<file path="config.mk">
export PLATFORM = sky130hd
export DESIGN_NAME = step_profile_gen_flat
export DESIGN_NICKNAME = d
export VERILOG_FILES = /design/src/rtl/step_profile_pkg.sv /design/src/rtl/step_profile_gen_if.sv /design/src/rtl/step_ramp_calc.sv /design/src/rtl/step_profile_gen.sv /design/src/flat_wrapper.sv
export SDC_FILE = /design/constraint.sdc
export NUM_CORES = 1
export LEC_CHECK = 0
export BUFFER_PORTS_ARGS = -buffer_cell sky130_fd_sc_hd__clkbuf_2
export CAP_MARGIN = 10
export CORE_MARGIN = 2
export CORE_UTILIZATION = 40
export CTS_CLUSTER_SIZE = 40
export DETAILED_ROUTE_END_ITERATION = 8
export PLACE_DENSITY_LB_ADDON = 0.25
export SLEW_MARGIN = 25
export SYNTH_ARGS = -nofsm -noshare
export SYNTH_HDL_FRONTEND = slang
export SYNTH_SLANG_ARGS = --single-unit
</file>
<file path="constraint.sdc">
create_clock -name Clock -period 5 [get_ports Clock]
set_clock_uncertainty 0.1 [all_clocks]
set_input_delay 0.75 -clock Clock [delete_from_list [all_inputs] [get_ports Clock]]
set_output_delay 0.75 -clock Clock [all_outputs]
set_load 0.01 [all_outputs]
</file>
<file path="src/rtl/step_profile_pkg.sv">
// Shared types and default sizing for the stepper command/profile stage.
package step_profile_pkg;

  typedef enum logic [1:0] {
    ST_IDLE  = 2'd0,
    ST_SETUP = 2'd1,
    ST_RUN   = 2'd2,
    ST_HOLD  = 2'd3
  } state_e;

  localparam int DEF_CNT_W          = 16;
  localparam int DEF_POS_W          = 24;
  localparam int DEF_IVL_W          = 20;
  localparam int DEF_START_INTERVAL = 400000;
  localparam int DEF_MIN_INTERVAL   = 200000;
  localparam int DEF_ACCEL_DEC      = 20000;
  localparam int DEF_DIR_SETUP      = 1000;
  localparam int DEF_HOLD_CYCLES    = 100000;

  // Largest of three cycle counts; sizes the shared down-counter.
  function automatic int max3(input int a, input int b, input int c);
    int m;
    m = (a > b) ? a : b;
    return (m > c) ? m : c;
  endfunction

endpackage

</file>
<file path="src/rtl/step_profile_gen_if.sv">
// Host-side command channel: move request handshake plus level abort.
interface step_profile_gen_if
  import step_profile_pkg::*;
#(
  parameter int CNT_W = DEF_CNT_W
);

  logic             cmd_valid;
  logic             cmd_ready;
  logic             cmd_dir;
  logic [CNT_W-1:0] cmd_count;
  logic             abort;

  modport master (
    output cmd_valid,
    output cmd_dir,
    output cmd_count,
    output abort,
    input  cmd_ready
  );

  modport slave (
    input  cmd_valid,
    input  cmd_dir,
    input  cmd_count,
    input  abort,
    output cmd_ready
  );

endinterface

</file>
<file path="src/rtl/step_ramp_calc.sv">
// Next pulse interval and ramp depth after a step, clamped to the
// [MIN_INTERVAL, START_INTERVAL] window; purely combinational.
module step_ramp_calc
  import step_profile_pkg::*;
#(
  parameter int CNT_W          = DEF_CNT_W,
  parameter int IVL_W          = DEF_IVL_W,
  parameter int START_INTERVAL = DEF_START_INTERVAL,
  parameter int MIN_INTERVAL   = DEF_MIN_INTERVAL,
  parameter int ACCEL_DEC      = DEF_ACCEL_DEC
) (
  input  logic [IVL_W-1:0] i_ivl,
  input  logic [CNT_W-1:0] i_ramp,
  input  logic [CNT_W-1:0] i_rem_new,
  output logic [IVL_W-1:0] o_ivl,
  output logic [CNT_W-1:0] o_ramp
);

  // One extra bit so the upward step can never wrap before clamping.
  localparam int XW = IVL_W + 1;
  localparam logic [XW-1:0] LP_START = XW'(START_INTERVAL);
  localparam logic [XW-1:0] LP_MIN   = XW'(MIN_INTERVAL);
  localparam logic [XW-1:0] LP_STEP  = XW'(ACCEL_DEC);
  localparam logic [XW-1:0] LP_FLOOR = LP_MIN + LP_STEP;

  logic [XW-1:0] w_ivl_x;
  logic [XW-1:0] w_ivl_up;

  assign w_ivl_x  = {1'b0, i_ivl};
  assign w_ivl_up = w_ivl_x + LP_STEP;

  // Decelerate once the remaining steps fit in the ramp built so far.
  always_comb begin
    o_ivl  = i_ivl;
    o_ramp = i_ramp;
    if (i_rem_new <= i_ramp) begin
      if (w_ivl_up > LP_START) begin
        o_ivl = LP_START[IVL_W-1:0];
      end else begin
        o_ivl = w_ivl_up[IVL_W-1:0];
      end
      if (i_ramp != {CNT_W{1'b0}}) begin
        o_ramp = i_ramp - CNT_W'(1);
      end else begin
        o_ramp = {CNT_W{1'b0}};
      end
    end else if (w_ivl_x > LP_MIN) begin
      if (w_ivl_x >= LP_FLOOR) begin
        o_ivl = i_ivl - LP_STEP[IVL_W-1:0];
      end else begin
        o_ivl = LP_MIN[IVL_W-1:0];
      end
      if (i_ramp != {CNT_W{1'b1}}) begin
        o_ramp = i_ramp + CNT_W'(1);
      end else begin
        o_ramp = i_ramp;
      end
    end else begin
      o_ivl  = i_ivl;
      o_ramp = i_ramp;
    end
  end

endmodule

</file>
<file path="src/rtl/step_profile_gen.sv">
// Move command stage: turns (dir, count) into a trapezoidal StepEnable
// train for the motor drive and tracks absolute signed position.
module step_profile_gen
  import step_profile_pkg::*;
#(
  parameter int CNT_W          = DEF_CNT_W,
  parameter int POS_W          = DEF_POS_W,
  parameter int IVL_W          = DEF_IVL_W,
  parameter int START_INTERVAL = DEF_START_INTERVAL,
  parameter int MIN_INTERVAL   = DEF_MIN_INTERVAL,
  parameter int ACCEL_DEC      = DEF_ACCEL_DEC,
  parameter int DIR_SETUP      = DEF_DIR_SETUP,
  parameter int HOLD_CYCLES    = DEF_HOLD_CYCLES
) (
  input  logic              Clock,
  input  logic              Reset,
  step_profile_gen_if.slave cmd_if,
  output logic              StepEnable,
  output logic              Direction,
  output logic              ProvideStaticHolding,
  output logic              busy,
  output logic              done,
  output logic              aborted,
  output logic [POS_W-1:0]  position
);

  localparam int TMR_W = $clog2(max3(START_INTERVAL, DIR_SETUP, HOLD_CYCLES) + 1);
  localparam logic [TMR_W-1:0] LP_TMR_ONE = TMR_W'(1);
  localparam logic [TMR_W-1:0] LP_SETUP   = TMR_W'(DIR_SETUP);
  localparam logic [TMR_W-1:0] LP_HOLD    = TMR_W'(HOLD_CYCLES);
  localparam logic [IVL_W-1:0] LP_START   = IVL_W'(START_INTERVAL);

  state_e           r_state;
  logic [TMR_W-1:0] r_timer;
  logic [CNT_W-1:0] r_rem;
  logic [CNT_W-1:0] r_ramp;
  logic [IVL_W-1:0] r_ivl;
  logic             r_cmd_ready;
  logic             r_end_pend;
  logic             r_end_abort;

  logic [CNT_W-1:0] w_rem_new;
  logic [CNT_W-1:0] w_ramp_next;
  logic [IVL_W-1:0] w_ivl_next;

  assign w_rem_new        = r_rem - CNT_W'(1);
  assign cmd_if.cmd_ready = r_cmd_ready;

  step_ramp_calc #(
    .CNT_W          (CNT_W),
    .IVL_W          (IVL_W),
    .START_INTERVAL (START_INTERVAL),
    .MIN_INTERVAL   (MIN_INTERVAL),
    .ACCEL_DEC      (ACCEL_DEC)
  ) u_ramp (
    .i_ivl     (r_ivl),
    .i_ramp    (r_ramp),
    .i_rem_new (w_rem_new),
    .o_ivl     (w_ivl_next),
    .o_ramp    (w_ramp_next)
  );

  // Move FSM; r_end_pend delays done/aborted by one cycle after the move ends.
  always_ff @(posedge Clock) begin
    if (Reset) begin
      r_state              <= ST_IDLE;
      r_timer              <= {TMR_W{1'b0}};
      r_rem                <= {CNT_W{1'b0}};
      r_ramp               <= {CNT_W{1'b0}};
      r_ivl                <= LP_START;
      r_cmd_ready          <= 1'b1;
      r_end_pend           <= 1'b0;
      r_end_abort          <= 1'b0;
      StepEnable           <= 1'b0;
      Direction            <= 1'b0;
      ProvideStaticHolding <= 1'b0;
      busy                 <= 1'b0;
      done                 <= 1'b0;
      aborted              <= 1'b0;
      position             <= {POS_W{1'b0}};
    end else begin
      StepEnable  <= 1'b0;
      done        <= r_end_pend;
      aborted     <= r_end_pend & r_end_abort;
      r_end_pend  <= 1'b0;
      r_end_abort <= 1'b0;
      case (r_state)
        ST_IDLE: begin
          if (cmd_if.cmd_valid && r_cmd_ready) begin
            Direction            <= cmd_if.cmd_dir;
            r_rem                <= cmd_if.cmd_count;
            r_ivl                <= LP_START;
            r_ramp               <= {CNT_W{1'b0}};
            ProvideStaticHolding <= 1'b1;
            busy                 <= 1'b1;
            r_cmd_ready          <= 1'b0;
            if (cmd_if.cmd_count == {CNT_W{1'b0}}) begin
              r_state    <= ST_HOLD;
              r_timer    <= LP_HOLD;
              r_end_pend <= 1'b1;
            end else begin
              r_state <= ST_SETUP;
              r_timer <= LP_SETUP;
            end
          end else begin
            r_state <= ST_IDLE;
          end
        end
        ST_SETUP, ST_RUN: begin
          if (cmd_if.abort) begin
            r_state     <= ST_HOLD;
            r_timer     <= LP_HOLD;
            r_end_pend  <= 1'b1;
            r_end_abort <= 1'b1;
          end else if (r_timer == LP_TMR_ONE) begin
            // Pulse cycle: the gap to the next pulse uses the pre-update interval.
            StepEnable <= 1'b1;
            r_rem      <= w_rem_new;
            r_ivl      <= w_ivl_next;
            r_ramp     <= w_ramp_next;
            position   <= Direction ? (position + POS_W'(1)) : (position - POS_W'(1));
            if (w_rem_new == {CNT_W{1'b0}}) begin
              r_state    <= ST_HOLD;
              r_timer    <= LP_HOLD;
              r_end_pend <= 1'b1;
            end else begin
              r_state <= ST_RUN;
              r_timer <= TMR_W'(r_ivl);
            end
          end else begin
            r_timer <= r_timer - LP_TMR_ONE;
          end
        end
        ST_HOLD: begin
          if (r_timer == LP_TMR_ONE) begin
            r_state              <= ST_IDLE;
            ProvideStaticHolding <= 1'b0;
            busy                 <= 1'b0;
            r_cmd_ready          <= 1'b1;
          end else begin
            r_timer <= r_timer - LP_TMR_ONE;
          end
        end
        default: begin
          r_state              <= ST_IDLE;
          ProvideStaticHolding <= 1'b0;
          busy                 <= 1'b0;
          r_cmd_ready          <= 1'b1;
        end
      endcase
    end
  end

endmodule

</file>
<file path="src/flat_wrapper.sv">
// flat-port wrapper written by rule: the top's interface ports become plain ports
module step_profile_gen_flat import step_profile_pkg::*;
#(
  parameter int CNT_W          = DEF_CNT_W,
  parameter int POS_W          = DEF_POS_W,
  parameter int IVL_W          = DEF_IVL_W,
  parameter int START_INTERVAL = DEF_START_INTERVAL,
  parameter int MIN_INTERVAL   = DEF_MIN_INTERVAL,
  parameter int ACCEL_DEC      = DEF_ACCEL_DEC,
  parameter int DIR_SETUP      = DEF_DIR_SETUP,
  parameter int HOLD_CYCLES    = DEF_HOLD_CYCLES
)
  (Clock, Reset, StepEnable, Direction, ProvideStaticHolding, busy, done, aborted, position, cmd_if_cmd_valid, cmd_if_cmd_dir, cmd_if_cmd_count, cmd_if_abort, cmd_if_cmd_ready);
  step_profile_gen_if #(.CNT_W(CNT_W)) cmd_if_i ();
  input  logic Clock;
  input  logic Reset;
  output logic StepEnable;
  output logic Direction;
  output logic ProvideStaticHolding;
  output logic busy;
  output logic done;
  output logic aborted;
  output logic [POS_W-1:0] position;
  input wire logic [$bits(cmd_if_i.cmd_valid)-1:0] cmd_if_cmd_valid;
  input wire logic [$bits(cmd_if_i.cmd_dir)-1:0] cmd_if_cmd_dir;
  input wire logic [$bits(cmd_if_i.cmd_count)-1:0] cmd_if_cmd_count;
  input wire logic [$bits(cmd_if_i.abort)-1:0] cmd_if_abort;
  output wire logic [$bits(cmd_if_i.cmd_ready)-1:0] cmd_if_cmd_ready;
  assign cmd_if_i.cmd_valid = cmd_if_cmd_valid;
  assign cmd_if_i.cmd_dir = cmd_if_cmd_dir;
  assign cmd_if_i.cmd_count = cmd_if_cmd_count;
  assign cmd_if_i.abort = cmd_if_abort;
  assign cmd_if_cmd_ready = cmd_if_i.cmd_ready;
  step_profile_gen #(.CNT_W(CNT_W), .POS_W(POS_W), .IVL_W(IVL_W), .START_INTERVAL(START_INTERVAL), .MIN_INTERVAL(MIN_INTERVAL), .ACCEL_DEC(ACCEL_DEC), .DIR_SETUP(DIR_SETUP), .HOLD_CYCLES(HOLD_CYCLES)) u_core (.Clock(Clock), .Reset(Reset), .cmd_if(cmd_if_i), .StepEnable(StepEnable), .Direction(Direction), .ProvideStaticHolding(ProvideStaticHolding), .busy(busy), .done(done), .aborted(aborted), .position(position));
endmodule
</file>
# After elaboration in Yosys (flattened, before gate mapping)
# Cells that the tools add are included.
[op_classes]
magnitude_cmp = 4
add_sub_neg = 8
n_mux = 49
reduce_logical = 18
n_eq_ne = 13
n_bitwise = 3
[ops]
columns = ["op", "count"]
rows = [
  ["$mux W16", 10],
  ["$mux W20", 7],
  ["$mux W19", 5],
  ["$pmux W16 S2", 2],
  ["$pmux W19 S3", 1],
  ["$pmux W20 S2", 1],
  ["$logic_not A16 Y1", 2],
  ["$sub A16 B1 Y16 const B", 2],
  ["$add A24 B1 Y24 const B", 1],
  ["$mux W24", 1],
  ["$sub A24 B1 Y24 const B", 1],
  ["$add A20 B15 Y21 const B", 1],
  ["$gt A21 B19 Y1 const B", 1],
  ["$ge A20 B18 Y1 const B", 1],
  ["$gt A20 B18 Y1 const B", 1],
  ["$sub A20 B15 Y20 const B", 1],
  ["$eq A19 B1 Y1 const B", 1],
  ["$sub A19 B1 Y19 const B", 1],
  ["$mux W17", 1],
  ["$add A16 B1 Y16 const B", 1],
  ["$le A16 B16 Y1", 1],
  ["$ne A16 B16 Y1 const B", 1],
  ["$reduce_bool A16 Y1", 1],
  ["$mux W1", 12],
  ["other kinds (21)", 38],
]
[totals]
in_bits = 21
reg_bits = 105

# Longest topological paths before layout
[logic_depth]
ltp_word = 7
mapped_depth = 19

# By module
# Synthesis repeated with hierarchy kept, for this count alone.
[unflattened]
hier_cells = 1229
area_unflattened_um2 = 8896.0
[by_module_without_submodules]
columns = ["module", "cells_each", "n_inst", "seq_area_each_um2", "area_each_um2"]
rows = [
  ["step_profile_gen", 850, 1, 2102.0, 6398.6],
  ["step_ramp_calc", 379, 1, 0.0, 2497.4],
]

# Least setup slack after synthesis
# Ideal clock, no wire load.
[synth_timing]
path_kind = "reg-to-reg"
from = "register u_core.r_rem[0]"
to = "register u_core.r_ramp[10]"
setup_ns = 0.070
stages_incl_launch_ff = 19
t_required_ns = 4.830
t_arrival_ns = 3.928
slack_ns = 0.902
cell_sequence = "dfxtp_1 inv_1 ha_1 or3b_2 nor2_1 nand2_1 nor4_1 xor2_1 ha_1 nand4_1 nor4_1 a31o_2 clkbuf_1 buf_1 clkbuf_1 nand3_1 o211ai_1 o2111ai_1 a21oi_1"
[synth_via]
elab_chain_cells = 6
[synth_rtl]
columns = ["item", "line_no", "rtl"]
rows = [
  ["from (decl)", "step_profile_gen.sv:35", "logic [CNT_W-1:0] r_rem;"],
  ["from (signal assigned)", "step_profile_gen.sv:68", "r_rem <= {CNT_W{1'b0}};"],
  ["from (signal assigned)", "step_profile_gen.sv:91", "r_rem <= cmd_if.cmd_count;"],
  ["from (signal assigned)", "step_profile_gen.sv:118", "r_rem <= w_rem_new;"],
  ["$sub A16 B1 Y16 (*)", "step_profile_gen.sv:46", "assign w_rem_new = r_rem - CNT_W'(1);"],
  ["$le A16 B16 Y1 (*)", "step_ramp_calc.sv:36", "if (i_rem_new <= i_ramp) begin"],
  ["$mux W16", "step_ramp_calc.sv:36", ""],
  ["$mux W16", "step_profile_gen.sv:115", "end else if (r_timer == LP_TMR_ONE) begin"],
  ["$mux W16", "step_profile_gen.sv:110", "if (cmd_if.abort) begin"],
  ["$pmux W16 S2", "step_profile_gen.sv:87", "case (r_state)"],
  ["to (signal assigned)", "step_profile_gen.sv:69", "r_ramp <= {CNT_W{1'b0}};"],
  ["to (signal assigned)", "step_profile_gen.sv:93", "r_ramp <= {CNT_W{1'b0}};"],
  ["to (signal assigned)", "step_profile_gen.sv:120", "r_ramp <= w_ramp_next;"],
  ["to (decl)", "step_profile_gen.sv:36", "logic [CNT_W-1:0] r_ramp;"],
]
# Every way passes the cells marked *; elsewhere a longest branch is shown, timed or not. The select of a mux whose other input is x is not followed.
# A chain may end at the register's enable or synchronous reset.

# Worst setup path in the final report
[layout_timing]
from = "register u_core.r_rem[0]"
to = "register u_core.r_ramp[11]"
# The elaborated chain is that of the path after synthesis.

==> results.txt <==
The run finished with clean final reports. The number of clock sinks is 100. The final critical delay including setup and external delays is 4.38 ns. The number of instances in the placed design came out at 1392. Static timing analysis puts the maximum clock frequency at 229 MHz. Setup repair after global routing left no endpoint under its margin. The aggregate negative setup slack is 0 ns.

The buffer count from post-CTS setup fixing came out at 0. At the end of routability-driven placement, the weighted congestion stood at 0.893. The worst-path maximum fanout came out at 12. The clock transition time at the flip-flop clock pins of the worst setup and hold paths came out at 0.08 ns. The final hold violation count came out at 0. The total congestion overflow is 0. After synthesis, the cell types taking the most area are sky130_fd_sc_hd__dfxtp_1 25%, sky130_fd_sc_hd__ha_1 7.7%, sky130_fd_sc_hd__a21oi_1 7.2%. Measured in cells, the most critical reg-to-reg path has a length of 17. The initial utilization of the core area, before any placement, comes to 0.404. The total track usage is 0.222. The initial detailed-routing violation count is 705. The net count after synthesis came out at 1198. In the synthesized netlist the dominant register cell turns out to be sky130_fd_sc_hd__dfxtp_1. The pin count of the biggest net entering global routing is 71. Dividing the final minimum period by the clock period gives 0.875. In this run the horizontal extent of the chip is 146 microns. The total number of placement rows came out at 52. The fill cell instance count of the final layout came out at 2120.

In the final layout, the share of cells above drive strength 1 is 0.0949. The max-slew violation total from the final report is 0. The number of nets at the end of the flow is 1205. The worst min-delay path category is register to register. The remaining antenna violation count after routing is 0.

The number of warning messages in the yosys log came out at 0. In this run the tightest slew margin relative to its limit is 0.363. The worst register-to-register path ends at u_core.r_ramp[11].

The total area of sequential cells came out at 0.00200 sq mm. The first-pass GRT wire length is 39500 microns. The initial antenna violation count is 0. The distinct cell type count after synthesis came out at 82. The biggest area contributor in the post-synthesis netlist is sky130_fd_sc_hd__dfxtp_1. In the final layout, the multi-input gates occupy 0.00565 sq mm. The post-synthesis sequential area ratio is 0.247. The via count of the first global-routing pass is 7611. The number of H-tree levels is 3. The final cell count without fillers came out at 1408. The endpoint type of the worst setup path is a register.

The total of cells resized after clock tree synthesis came out at 0. The average instance in the mapped netlist occupies 7.19 sq um. The synthesized instance count came out at 1126. After synthesis the cells add up to 0.00810 sq mm. The number of cells on the worst hold path came out at 1.

Leaving out fill and tap cells, the most frequent cell in the layout is sky130_fd_sc_hd__nand2_1. The total half-perimeter wirelength after legalization and detailed placement came out at 17200 microns. The count of flip-flops with a built-in enable after synthesis came out at 0. The worst-margin pin slew came out at 0.955 ns. For the worst setup path, the data required time is 5.19 ns.

The full die area came out at 0.0214 sq mm. The number of CTS-inserted buffers is 9. The clock tree from TritonCTS is built.

The share of synthesized flip-flops with an asynchronous set or reset is 0. The total of max-cap violations is 0. The number of placed I/O pins came out at 52.

The quantity of hold-fixing buffers added after cts is 0. The library cells used most frequently in the layout, excluding fill and tap cells, are 118 x sky130_fd_sc_hd__nand2_1, 117 x sky130_fd_sc_hd__a21oi_1, 111 x sky130_fd_sc_hd__nor2_1. The total length of routed wires came out at 23700 microns. In this run the critical register-to-register path is launched from u_core.r_rem[0]. After synthesis the netlist holds a flip-flop and latch count of 100. After floorplanning, the core was sized to cover 0.0200 sq mm. STA classifies the critical path startpoint as a register. In this run the clock root is driven by a sky130_fd_sc_hd__clkbuf_16. The routed layout has 8375 vias. The die is 146 microns tall. Setup violations remaining at the end of the flow were counted as 0.

The area fraction of the dominant cell type after synthesis is 0.247. The worst hold path terminates at u_core.aborted. The number of detailed-routing iterations run before antenna repair came out at 5. The area overhead of the layout relative to synthesis came out at 9.84%.

The clock reaches the later pin of the worst-skew pair after 0.36 ns. The arrival time at the worst endpoint is 4.56 ns. By startpoint and endpoint, the worst setup path is classified as register to register. The average detailed-routed wire length per instance is 16.8 microns. The longest clock path from root to sink contains 2 buffers. The number of port buffers is 51.

The count of antenna diodes in the layout is 0. In the routed design, unresolved DRC markers number 0. The flop-to-flop setup slack is 0.62 ns.

After detailed routing, the number of vias per cell comes to 5.95. In this run the most critical hold path is launched from u_core.r_end_abort.
==> cell families (layout without fill, tap and decap cells) <==
group | Yosys count | after routing | synth area share
flip-flops | 100 | 100 | 0.247
AO/OA/AOI/OAI | 357 | 357 | 0.284
adder cells (fa/ha/maj) | 51 | 51 | 0.0797
multiplexers | 10 | 10 | 0.0128
AND/OR/NAND/NOR | 448 | 448 | 0.275
XOR/XNOR | 40 | 40 | 0.0433
buffers and inverters | 120 | 132 | 0.0578
==> area by class of cell <==
| cell class | count | share of cell area |
|---|---|---|
| Multi-Input combinational cell | 906 | 0.635 |
| Timing Repair Buffer | 70 | 0.0447 |
| Sequential cell | 100 | 0.225 |
| Tap cell | 270 | 0.0380 |
| Inverter | 46 | 0.0194 |
| Clock inverter | 5 | 0.00928 |
| Clock buffer | 11 | 0.0284 |
==> worst max path at each step <==
stage                          from                 to  slack [ns]  cells past startpoint
finish              u_core.r_rem[0]  u_core.r_ramp[11]        0.62                     17
global route        u_core.r_rem[0]  u_core.r_ramp[11]        0.14                     14
floorplan           u_core.r_rem[0]  u_core.r_ramp[10]        0.90                     18
global placement    u_core.r_rem[0]  u_core.r_ramp[11]        0.81                     17
detailed placement  u_core.r_rem[0]  u_core.r_ramp[11]        0.67                     17
CTS                 u_core.r_rem[0]  u_core.r_ramp[11]        0.64                     17
==> cells in the mapped netlist, drive strengths merged (12+ instances only) <==
| cell type | n |
|---|---|
| dfxtp | 100 |
| nor3 | 47 |
| a21o | 12 |
| nand4 | 18 |
| a31oi | 19 |
| nor2 | 112 |
| or3 | 17 |
| inv | 44 |
| xor2 | 15 |
| nor2b | 12 |
| ha | 50 |
| nand2b | 12 |
| nor4 | 22 |
| nand3 | 35 |
| a211oi | 16 |
| a21oi | 117 |
| o21ai | 64 |
| o31ai | 14 |
| nand2 | 118 |
| clkbuf | 65 |
| o211ai | 16 |
| xnor2 | 25 |
==> state kept, by name (all words and copies together), names as in the netlist <==
name                     flops
u_core.Direction             1
u_core.done                  1
u_core.r_rem                16
u_core.r_end_abort           1
u_core.r_state               2
u_core.r_timer              19
u_core.r_ivl                15
u_core.position             24
u_core.r_end_pend            1
u_core.StepEnable            1
u_core.cmd_if.cmd_ready      1
u_core.r_ramp               16
u_core.busy                  1
u_core.aborted               1
==> critical path: stages (launching register included) <==
cell                       delay (ns)
sky130_fd_sc_hd__dfxtp_1         0.36
sky130_fd_sc_hd__inv_1           0.11
sky130_fd_sc_hd__ha_1            0.23
sky130_fd_sc_hd__or3b_2          0.49
sky130_fd_sc_hd__nor2_1          0.15
sky130_fd_sc_hd__nand2_1         0.08
sky130_fd_sc_hd__nor4_1          0.28
sky130_fd_sc_hd__xor2_1          0.15
sky130_fd_sc_hd__ha_1            0.30
sky130_fd_sc_hd__nand4_1         0.14
sky130_fd_sc_hd__a211oi_1        0.21
sky130_fd_sc_hd__o31ai_1         0.18
sky130_fd_sc_hd__a31oi_4         0.41
sky130_fd_sc_hd__o21ai_1         0.13
sky130_fd_sc_hd__buf_4           0.21
sky130_fd_sc_hd__or2_1           0.27
sky130_fd_sc_hd__or3_1           0.35
sky130_fd_sc_hd__a21oi_1         0.14
==> per-layer routing <==
| metal | routed length [microns] | global-route usage | up-vias |
|---|---|---|---|
| li1 | - | - | 4190 |
| met1 | 11400 | 0.319 | 3884 |
| met2 | 10500 | 0.347 | 272 |
| met3 | 1380 | 0.0334 | 29 |
| met4 | 421 | 0.0578 | 0 |
| met5 | 0 | 0 | - |
==> through the flow <==
step | area, sq um | util | hold WS (ns) | setup WS [ns]
2_1_floorplan | 8100 | - | 0.306 | 0.902
3_3_place_gp | 8550 | 0.427 | 0.313 | 0.813
3_5_place_dp | 8550 | 0.427 | 0.320 | 0.670
4_1_cts | 8890 | 0.444 | 0.337 | 0.642
5_1_grt | 8900 | 0.444 | 0.344 | 0.139
6_report | 8900 | 0.444 | 0.336 | 0.624
Power is not shown: default switching activity piles up to over one toggle a cycle in this logic, so the estimate is an artifact.
